<file path="config.mk">
export PLATFORM = sky130hd
export DESIGN_NAME = sm_accumulator_flat
export DESIGN_NICKNAME = d
export VERILOG_FILES = /design/src/rtl/sm_accumulator_if.sv /design/src/rtl/sm_accumulator.sv /design/src/flat_wrapper.sv
export SDC_FILE = /design/constraint.sdc
export NUM_CORES = 1
export LEC_CHECK = 0
export CAP_MARGIN = 15
export CORE_MARGIN = 5
export CORE_UTILIZATION = 45
export CTS_CLUSTER_SIZE = 14
export DETAILED_ROUTE_END_ITERATION = 8
export PLACE_DENSITY = 0.67
export SKIP_CTS_REPAIR_TIMING = 1
export SYNTH_ARGS = -nofsm -noshare
export SYNTH_HDL_FRONTEND = slang
export SYNTH_SLANG_ARGS = --single-unit
</file>
<file path="constraint.sdc">
create_clock -name i_clk -period 2.09 [get_ports i_clk]
set_input_delay 0.3135 -clock i_clk [delete_from_list [all_inputs] [get_ports i_clk]]
set_output_delay 0.3135 -clock i_clk [all_outputs]
set_load 0.02 [all_outputs]
</file>
<file path="src/rtl/sm_accumulator_if.sv">
`default_nettype none
// ============================================================================
// Module   : sm_accumulator_if
// Brief    : Request/result bundle for the sign-magnitude accumulator.
// Revision : 1.0
// ============================================================================
interface sm_accumulator_if #(
  parameter int N  = 8,
  parameter int CW = 8
);
  logic          i_valid;
  logic          o_ready;
  logic [1:0]    i_op;
  logic [N-1:0]  i_data;
  logic [N-1:0]  o_acc;
  logic          o_valid;
  logic          o_ovf;
  logic [CW-1:0] o_count;

  modport master (
    output i_valid, i_op, i_data,
    input  o_ready, o_acc, o_valid, o_ovf, o_count
  );

  modport slave (
    input  i_valid, i_op, i_data,
    output o_ready, o_acc, o_valid, o_ovf, o_count
  );
endinterface
`default_nettype wire

</file>
<file path="src/rtl/sm_accumulator.sv">
`default_nettype none
// ============================================================================
// Module   : sm_accumulator (with sm_subtract stage)
// Brief    : Saturating sign-magnitude accumulator built on one subtract stage.
// Revision : 1.0
// ============================================================================
module sm_subtract #(
  parameter int N = 8
) (
  input  wire logic [N-1:0] i_a,
  input  wire logic [N-1:0] i_b,
  output logic      [N-1:0] o_r,
  output logic              o_c
);
  logic         sign_a;
  logic         sign_b;
  logic [N-2:0] mag_a;
  logic [N-2:0] mag_b;
  logic [N-1:0] mag_sum;

  assign sign_a = i_a[N-1];
  assign sign_b = i_b[N-1];
  assign mag_a  = i_a[N-2:0];
  assign mag_b  = i_b[N-2:0];

  always_comb begin
    o_r     = '0;
    o_c     = 1'b0;
    mag_sum = '0;
    // Opposite signs: a - b grows in magnitude and keeps a's sign.
    if (sign_a != sign_b) begin
      mag_sum = {1'b0, mag_a} + {1'b0, mag_b};
      o_c     = mag_sum[N-1];
      o_r     = {sign_a, mag_sum[N-2:0]};
    end else if (mag_a >= mag_b) begin
      o_r = {sign_a, mag_a - mag_b};
    end else begin
      o_r = {~sign_a, mag_b - mag_a};
    end
  end
endmodule

module sm_accumulator #(
  parameter int N  = 8,
  parameter int CW = 8
) (
  input  wire logic        i_clk,
  input  wire logic        i_rst,
  sm_accumulator_if.slave  bus
);
  localparam logic [1:0]   OP_CLR  = 2'b00;
  localparam logic [1:0]   OP_LOAD = 2'b01;
  localparam logic [1:0]   OP_ADD  = 2'b11;
  localparam logic [N-2:0] MAG_MAX = '1;

  typedef enum logic [0:0] {
    ST_IDLE = 1'b0,
    ST_EXEC = 1'b1
  } state_t;

  state_t        state_q, state_d;
  logic [1:0]    op_q, op_d;
  logic [N-1:0]  opnd_q, opnd_d;
  logic [N-1:0]  acc_q, acc_d;
  logic          ovf_q, ovf_d;
  logic [CW-1:0] cnt_q, cnt_d;
  logic          valid_q, valid_d;

  logic          ready;
  logic [N-1:0]  sub_b;
  logic [N-1:0]  sub_r;
  logic          sub_c;
  logic [N-2:0]  res_mag;

  assign ready = (state_q == ST_IDLE) && !i_rst;

  // acc + x is computed as acc - (-x).
  assign sub_b = (op_q == OP_ADD) ? {~opnd_q[N-1], opnd_q[N-2:0]} : opnd_q;

  sm_subtract #(.N(N)) u_sub (
    .i_a (acc_q),
    .i_b (sub_b),
    .o_r (sub_r),
    .o_c (sub_c)
  );

  assign res_mag = sub_c ? MAG_MAX : sub_r[N-2:0];

  always_comb begin
    state_d = state_q;
    op_d    = op_q;
    opnd_d  = opnd_q;
    acc_d   = acc_q;
    ovf_d   = ovf_q;
    cnt_d   = cnt_q;
    valid_d = 1'b0;
    case (state_q)
      ST_IDLE: begin
        if (bus.i_valid && ready) begin
          op_d    = bus.i_op;
          opnd_d  = bus.i_data;
          state_d = ST_EXEC;
        end
      end
      ST_EXEC: begin
        valid_d = 1'b1;
        state_d = ST_IDLE;
        case (op_q)
          OP_CLR: begin
            acc_d = '0;
            ovf_d = 1'b0;
            cnt_d = '0;
          end
          OP_LOAD: begin
            acc_d = (opnd_q[N-2:0] == '0) ? '0 : opnd_q;
            ovf_d = 1'b0;
            cnt_d = '0;
          end
          default: begin
            // A zero magnitude always carries a positive sign.
            acc_d = (res_mag == '0) ? '0 : {sub_r[N-1], res_mag};
            if (sub_c) ovf_d = 1'b1;
            if (cnt_q != '1) cnt_d = cnt_q + CW'(1);
          end
        endcase
      end
      default: state_d = ST_IDLE;
    endcase
  end

  always_ff @(posedge i_clk or posedge i_rst) begin
    if (i_rst) begin
      state_q <= ST_IDLE;
      op_q    <= '0;
      opnd_q  <= '0;
      acc_q   <= '0;
      ovf_q   <= 1'b0;
      cnt_q   <= '0;
      valid_q <= 1'b0;
    end else begin
      state_q <= state_d;
      op_q    <= op_d;
      opnd_q  <= opnd_d;
      acc_q   <= acc_d;
      ovf_q   <= ovf_d;
      cnt_q   <= cnt_d;
      valid_q <= valid_d;
    end
  end

  assign bus.o_ready = ready;
  assign bus.o_acc   = acc_q;
  assign bus.o_valid = valid_q;
  assign bus.o_ovf   = ovf_q;
  assign bus.o_count = cnt_q;
endmodule
`default_nettype wire
</file>
<file path="src/flat_wrapper.sv">
// flat-port wrapper written by rule: the top's interface ports become plain ports
module sm_accumulator_flat 
#(
  parameter int N  = 8,
  parameter int CW = 8
)
  (i_clk, i_rst, bus_i_valid, bus_i_op, bus_i_data, bus_o_ready, bus_o_acc, bus_o_valid, bus_o_ovf, bus_o_count);
  sm_accumulator_if #(.N(N), .CW(CW)) bus_i ();
  input  wire logic i_clk;
  input  wire logic i_rst;
  input wire logic [$bits(bus_i.i_valid)-1:0] bus_i_valid;
  input wire logic [$bits(bus_i.i_op)-1:0] bus_i_op;
  input wire logic [$bits(bus_i.i_data)-1:0] bus_i_data;
  output wire logic [$bits(bus_i.o_ready)-1:0] bus_o_ready;
  output wire logic [$bits(bus_i.o_acc)-1:0] bus_o_acc;
  output wire logic [$bits(bus_i.o_valid)-1:0] bus_o_valid;
  output wire logic [$bits(bus_i.o_ovf)-1:0] bus_o_ovf;
  output wire logic [$bits(bus_i.o_count)-1:0] bus_o_count;
  assign bus_i.i_valid = bus_i_valid;
  assign bus_i.i_op = bus_i_op;
  assign bus_i.i_data = bus_i_data;
  assign bus_o_ready = bus_i.o_ready;
  assign bus_o_acc = bus_i.o_acc;
  assign bus_o_valid = bus_i.o_valid;
  assign bus_o_ovf = bus_i.o_ovf;
  assign bus_o_count = bus_i.o_count;
  sm_accumulator #(.N(N), .CW(CW)) u_core (.i_clk(i_clk), .i_rst(i_rst), .bus(bus_i));
endmodule
</file>
==> metrics.md, run 1 <==
| Metric | Value |
|---|---|
| Hold Crit Class | in -> async |
| Grt ovf | 0 |
| Worst EP required | 2.29 ns |
| Async S/R FF share, synth | 100.0% |
| Filler instances | 371 |
| Layout cells sized above 1 | 40.79% |
| Ys flop type | dfrtp_1 |
| Final antenna-violating net count | 0 |
| Final worst path period share | 118.5% |
| Drt initial violations | 247 |
| Leak | 1.701 nW |
| First-pass GRT wire length | 11.73 mm |
| Die Wd | 82.51 um |
| Post-synth net total | 314 |
| Worst slew pin tran | 0.3917 ns |
| Synth cell types | 50 |
| I/O pin cnt | 32 |
| CTS max path bufs | 2 |
| Largest family of logic cells by synthesized area | simple AND/OR/NAND/NOR gates |
| DRC Markers | 0 |
| CP Class | reg -> reg |
| FP Rows | 26 |
| CP delay by family, top | simple AND/OR/NAND/NOR gates |
| Antenna violations before repair | 0 |
| Max Cap Violations | 0 |
| # port buffers | 31 |
| Hpwl dp | 5.517 mm |
| CTS tree | built |
| Syn_area_per_cell | 8.573 um2 |
| Worst path buffer plus inverter count | 2 |
| Number of flops mapped to enable cells by yosys | 0 |
| R2r setup slk | -0.39 ns |
| Total wire length | 7.599 mm |
| Highest Clock Rate | 403.6 MHz |
| Crit Path Max Fanout | 4 |
| Post-route cell area | 3796 um2 |
| RSZ-0062 raised after global routing | true |
| Yosys reg bits | 29 |
| Final core occ | 74.33% |
| Synth Area in Adders | 14.17% |
| Final hold slack | 0.4400 ns |
| GR met2 Demand/Resource | 36.14% |
| Sequential fraction of the synthesis area | 30.67% |
| Clk slew on worst S/H paths | 0.07 ns |
| Die area | 6808 um2 |
| Skew final | 0.01004 ns |
| Routed vias | 2538 |
| Clock Latency Late Sink | 0.28 ns |
| GRT met3 Usage | 3.796% |
| CP max stage cell | dfrtp_2 |
| Crit-path cells | ha_4, fa_2, nor2b_4, o21ai_2, nor4b_4, buf_4, nor4b_4, nor4_2, buf_4, nor4_2, a31oi_1 |
| Max stage delay on crit path | 0.45 ns |
| Most common cell after layout, fill and taps aside | buf_4 |
| Fin cells | 450 |
| XOR/XNOR Fraction of Synth Area | 3.596% |
| Fin. Hold Viols | 0 |
| Mux share of post-synthesis cell area | 4.072% |
| Ant. Diodes | 0 |
| Clk Tree Root Cell | clkbuf_8 |
| # H-tree levels | 2 |
| Number of global-route vias before repair | 2450 |
| Final setup viols | 8 |
| Post-Synth Simple-Gate Area | 21.52% |
| Crit start category | flip-flop |
| CTS Sinks | 29 |
| Vias per cell | 5.640 |
| Period minus WS final | 2.478 ns |
| Placed inst area | 3352 um2 |
| Yosys warning total | 0 |
| Final TNS setup | -1.839 ns |
| Worst EP arrival | 2.68 ns |
| Gr busiest metal | met2 |
| Synth Area in Compound Gates | 20.62% |
| Place WS | -0.3493 ns |
| Total GRT Usage | 22.65% |
| Failing checks | negative setup slack |
| Initial core utilization | 46.33% |
| Fin. max-slew vios | 0 |
| Final #Nets | 417 |
| Core ar. | 5107 um2 |
| Post-Syn Instances | 276 |
| Commonest cells after routing, fill and taps aside | buf_4 (70), clkdlybuf4s50_1 (31), dfrtp_1 (20) |
| Power per Cell Area | 1605 nW/um2 |
| GR Util met1 | 31.16% |
| Final Power | 6.093 mW |
| Mapped cell area | 2366 um2 |
| Placer Congestion | 0.9224 |
| CP Capture Type | flip-flop |
| Max VDD drop | 879.2 uV |
| Placed insts | 427 |
| Status | finished, violations left |
| Largest net degree at the start of global routing | 30 |
| Max-slew headroom | 73.88% |
| Final Worst Setup Slack | -0.3875 ns |
| WL per Instance | 16.89 um |
| TritonCTS Buffers | 5 |
| DR pass1 iterations | 5 |
| Area Growth Syn to Fin | 60.44% |
| Die H | 82.51 um |
## sequential cells by signal, summed over array words and instances (netlist names)
register / flops
u_core.op_q: 2
u_core.bus.o_ovf: 1
u_core.state_q: 1
u_core.bus.o_acc: 8
u_core.bus.o_valid: 1
u_core.bus.o_count: 8
u_core.opnd_q: 8
## synth_stat cells, drive strengths merged, types with 3 or more instances
| cell | number | area [um2] |
|---|---|---|
| nor4 | 5 | 37.53 |
| ha | 22 | 275.3 |
| nand2 | 22 | 82.58 |
| a21o | 8 | 60.06 |
| mux2i | 4 | 40.04 |
| nand3b | 4 | 30.03 |
| fa | 3 | 60.06 |
| nor4b | 3 | 32.53 |
| o21ai | 25 | 125.1 |
| a211o | 4 | 35.03 |
| nand3 | 9 | 45.04 |
| nand2b | 4 | 25.02 |
| and2 | 4 | 25.02 |
| a21oi | 25 | 128.9 |
| and3 | 4 | 25.02 |
| mux2 | 5 | 56.30 |
| nand4 | 5 | 31.28 |
| o211ai | 4 | 30.03 |
| clkbuf | 10 | 37.54 |
| xor2 | 3 | 26.28 |
| inv | 20 | 75.07 |
| nor3 | 6 | 30.03 |
| nor2 | 15 | 56.30 |
| xnor2 | 5 | 58.81 |
| dfrtp | 29 | 725.7 |
| nor2b | 4 | 25.02 |
## routing by layer
layer | wire length, um | share of wire (%)
met5 | 0 | 0
met4 | 219 | 2.9
met3 | 395 | 5.2
met2 | 3628 | 48
met1 | 3356 | 44
## layout make-up
type / count / area (um2) / share of cell area, %
sequential: 29 / 737.0 / 19.41
multi-input combinational: 214 / 1873 / 49.34
inverter: 21 / 81.33 / 2.142
tap: 70 / 87.58 / 2.307
timing repair buffer: 108 / 927.1 / 24.42
clock buffer: 8 / 90.09 / 2.373
## path summary, 6_finish.rpt
kind / endpoint / depth (start not counted) / startpoint
worst max-delay path: u_core.bus.o_acc[7]$_DFFE_PP0P_ / 11 / u_core.opnd_q[0]$_DFFE_PP0P_
worst min-delay path: u_core.opnd_q[5]$_DFFE_PP0P_ / 3 / i_rst
worst max register to register: u_core.bus.o_acc[7]$_DFFE_PP0P_ / 11 / u_core.opnd_q[0]$_DFFE_PP0P_
worst min register to register: u_core.bus.o_ovf$_DFFE_PP0P_ / 2 / u_core.bus.o_ovf$_DFFE_PP0P_
max in group asynchronous: u_core.bus.o_acc[2]$_DFFE_PP0P_ / 3 / i_rst
min in group i_clk: u_core.bus.o_ovf$_DFFE_PP0P_ / 2 / u_core.bus.o_ovf$_DFFE_PP0P_
## where the power goes
group,switching (mW),internal (mW)
sequential,0.160,0.705
clock,0.209,0.268
combinational,2.39,2.36
## worst reg2reg max path, cell delays in order, from the launching register on
cell and delay [ns]:
dfrtp_2 0.45, ha_4 0.18, fa_2 0.36, nor2b_4 0.14, o21ai_2 0.10, nor4b_4 0.27
buf_4 0.18, nor4b_4 0.04, nor4_2 0.32, buf_4 0.18, nor4_2 0.04, a31oi_1 0.15
## kinds of logic after synthesis
kind of cell / after synthesis
adder cells (fa/ha/maj): 25
flip-flops: 29
multiplexers: 9
XOR/XNOR: 8
AND/OR/NAND/NOR: 93
AO/OA/AOI/OAI: 79
buffers and inverters: 33
No activity file was read; power rests on OpenSTA's default activity.
==> inputs of run 2 (changes only) <==
ABC_CLOCK_PERIOD_IN_PS = 2090   (was not set)
CORE_MARGIN = not set   (was 5)
==> metrics.md, run 2 (synthesized netlist as in run 1, its figures left out) <==
| Metric | Value |
|---|---|
| Worst slew pin tran | 0.4788 ns (+0.08706 ns) |
| Number of global-route vias before repair | 2369 (-3.3%) |
| CP Capture Type | flip-flop |
| CTS Sinks | 29 (unchanged) |
| Final worst path period share | 120.6% (+2.0 points) |
| DR pass1 iterations | 4 (-1) |
| Max-slew headroom | 67.97% (-5.9 points) |
| Total wire length | 7.199 mm (-5.3%) |
| Initial core utilization | 46.62% (+0.30 points) |
| Ant. Diodes | 0 (unchanged) |
| Skew final | 0.006091 ns (-0.003949 ns) |
| Register Area | 737.0 um2 (unchanged) |
| I/O pin cnt | 32 (unchanged) |
| Die Wd | 74.51 um (-9.7%) |
| Power share of the sequential group | 15.2% (+1.0 points) |
| Power per Cell Area | 1589 nW/um2 (-0.97%) |
| Multi-input logic area | 1734 um2 (-7.4%) |
| Placed insts | 430 (+0.70%) |
| Worst EP arrival | 2.72 ns (+0.04 ns) |
| Vias per cell | 5.520 (-2.1%) |
| Clk network pwr share | 10.6% (+2.8 points) |
| Filler instances | 401 (+8.1%) |
| CP Class | reg -> reg |
| Area Growth Syn to Fin | 52.56% |
| Core ar. | 5075 um2 (-0.64%) |
| WL per Instance | 16.29 um (-3.5%) |
| FP Rows | 26 (unchanged) |
| Clk Tree Root Cell | clkbuf_8 |
| Hpwl dp | 5.395 mm (-2.2%) |
| Final setup viols | 9 (+1) |
| Pint | 3.190 mW (-4.2%) |
| Max Cap Violations | 0 (unchanged) |
| Max VDD drop | 776.0 uV (-12%) |
| Grt ovf | 0 (unchanged) |
| CTS tree | built |
| DRC Markers | 0 (unchanged) |
| Leak | 1.630 nW (-4.2%) |
| First-pass GRT wire length | 11.45 mm (-2.4%) |
| Fin cells | 442 (-1.8%) |
| Clk slew on worst S/H paths | 0.07 ns (about the same) |
| Antenna violations before repair | 0 (unchanged) |
| Period minus WS final | 2.520 ns (+0.04212 ns) |
| CTS max path bufs | 2 (unchanged) |
| Routed vias | 2440 (-3.9%) |
| Combinational group share of total power | 74.2% (-3.8 points) |
| RSZ-0062 raised after global routing | true |
| Sw power | 2.547 mW (-7.8%) |
| Status | finished, violations left |
| Switch share | 44.39% (-0.93 points) |
| Fin. Hold Viols | 0 (unchanged) |
| Most common cell after layout, fill and taps aside | buf_4 |
| Highest Clock Rate | 396.9 MHz (-1.7%) |
| Final core occ | 71.13% (-3.2 points) |
| Failing checks | negative setup slack |
| Largest net degree at the start of global routing | 30 (unchanged) |
| Commonest cells after routing, fill and taps aside | buf_4 (67), clkdlybuf4s50_1 (31), nand2_1 (22) |
| Worst EP required | 2.29 ns (about the same) |
| Placer Congestion | 0.8758 (-5.1%) |
| Die H | 74.51 um (-9.7%) |
| Hold Crit Class | in -> async |
| Fin. max-slew vios | 0 (unchanged) |
| Crit start category | flip-flop |
| Crit Path Max Fanout | 5 (+1) |
| Final antenna-violating net count | 0 (unchanged) |
| Final Worst Setup Slack | -0.4296 ns (-0.04212 ns) |
| Drt initial violations | 159 (-36%) |
| # port buffers | 31 (unchanged) |
| Clock Latency Late Sink | 0.28 ns (about the same) |
| Total GRT Usage | 27.65% (+5.0 points) |
| Die area | 5552 um2 (-18%) |
| Layout cells sized above 1 | 35.75% (-5.0 points) |
| TritonCTS Buffers | 5 (unchanged) |
| # H-tree levels | 2 (unchanged) |
| Final #Nets | 409 (-1.9%) |
run 2: path summary, 6_finish.rpt:
| check | startpoint | endpoint | slack (ns) | depth (start not counted) |
|---|---|---|---|---|
| max | u_core.opnd_q[0]$_DFFE_PP0P_ | u_core.bus.o_acc[7]$_DFFE_PP0P_ | -0.43 | 10 |
| min | i_rst | u_core.opnd_q[5]$_DFFE_PP0P_ | 0.44 | 3 |
| max reg2reg | u_core.opnd_q[0]$_DFFE_PP0P_ | u_core.bus.o_acc[7]$_DFFE_PP0P_ | -0.43 | 10 |
| min reg2reg | u_core.bus.o_ovf$_DFFE_PP0P_ | u_core.bus.o_ovf$_DFFE_PP0P_ | 0.53 | 2 |
| max in group asynchronous | i_rst | u_core.bus.o_acc[5]$_DFFE_PP0P_ | 1.35 | 3 |
| min in group i_clk | u_core.bus.o_ovf$_DFFE_PP0P_ | u_core.bus.o_ovf$_DFFE_PP0P_ | 0.53 | 2 |
run 2: cell type report:
| cell class | instances | area share, % |
|---|---|---|
| sequential | 29 | 20.42 |
| tap | 70 | 2.426 |
| clock inverter | 1 | 0.8319 |
| multi-input combinational | 214 | 48.04 |
| inverter | 21 | 2.253 |
| clock buffer | 7 | 2.392 |
| timing repair buffer | 100 | 23.64 |
run 2: power by group through the flow:
| stage | logic, mW | clock network (mW) | registers [mW] |
|---|---|---|---|
| after floorplan | 2.15 | 0 | 0.986 |
| after global placement | 3.77 | 0 | 0.862 |
| after detailed placement | 3.84 | 0 | 0.870 |
| after CTS | 3.87 | 0.616 | 0.861 |
| after global routing | 4.53 | 0.643 | 0.895 |
| final | 4.26 | 0.608 | 0.872 |
run 2: stage by stage:
step	setup WS, ns	total power, mW	setup TNS (ns)	area (um2)	hold WS [ns]
2_1_floorplan	-0.1906	3.135	-0.5567	2541	0.3793
3_3_place_gp	-0.2674	4.634	-1.858	3387	0.5069
3_5_place_dp	-0.3893	4.707	-2.223	3387	0.4994
4_1_cts	-0.4310	5.351	-2.442	3503	0.4435
5_1_grt	-0.4941	6.069	-2.929	3610	0.4907
6_report	-0.4296	5.737	-2.035	3610	0.4358
run 2: worst max-delay path, cell delays in order, from the launching register on:
cell     delay [ns]
dfrtp_2        0.45
ha_4           0.18
fa_2           0.34
nor2b_4        0.14
o21ai_1        0.11
nor4b_4        0.31
mux2i_1        0.16
nor4_2         0.39
buf_4          0.18
nor4_2         0.03
a31oi_1        0.13
run 2: layer usage:
layer / vias up / wire (um) / global-route usage (%)
met5: - / 0 / 0
met3: 15 / 242 / 4.336
met1: 1182 / 3294 / 37.29
li1: 1178 / - / -
met4: 0 / 150 / 11.53
met2: 65 / 3511 / 44.24
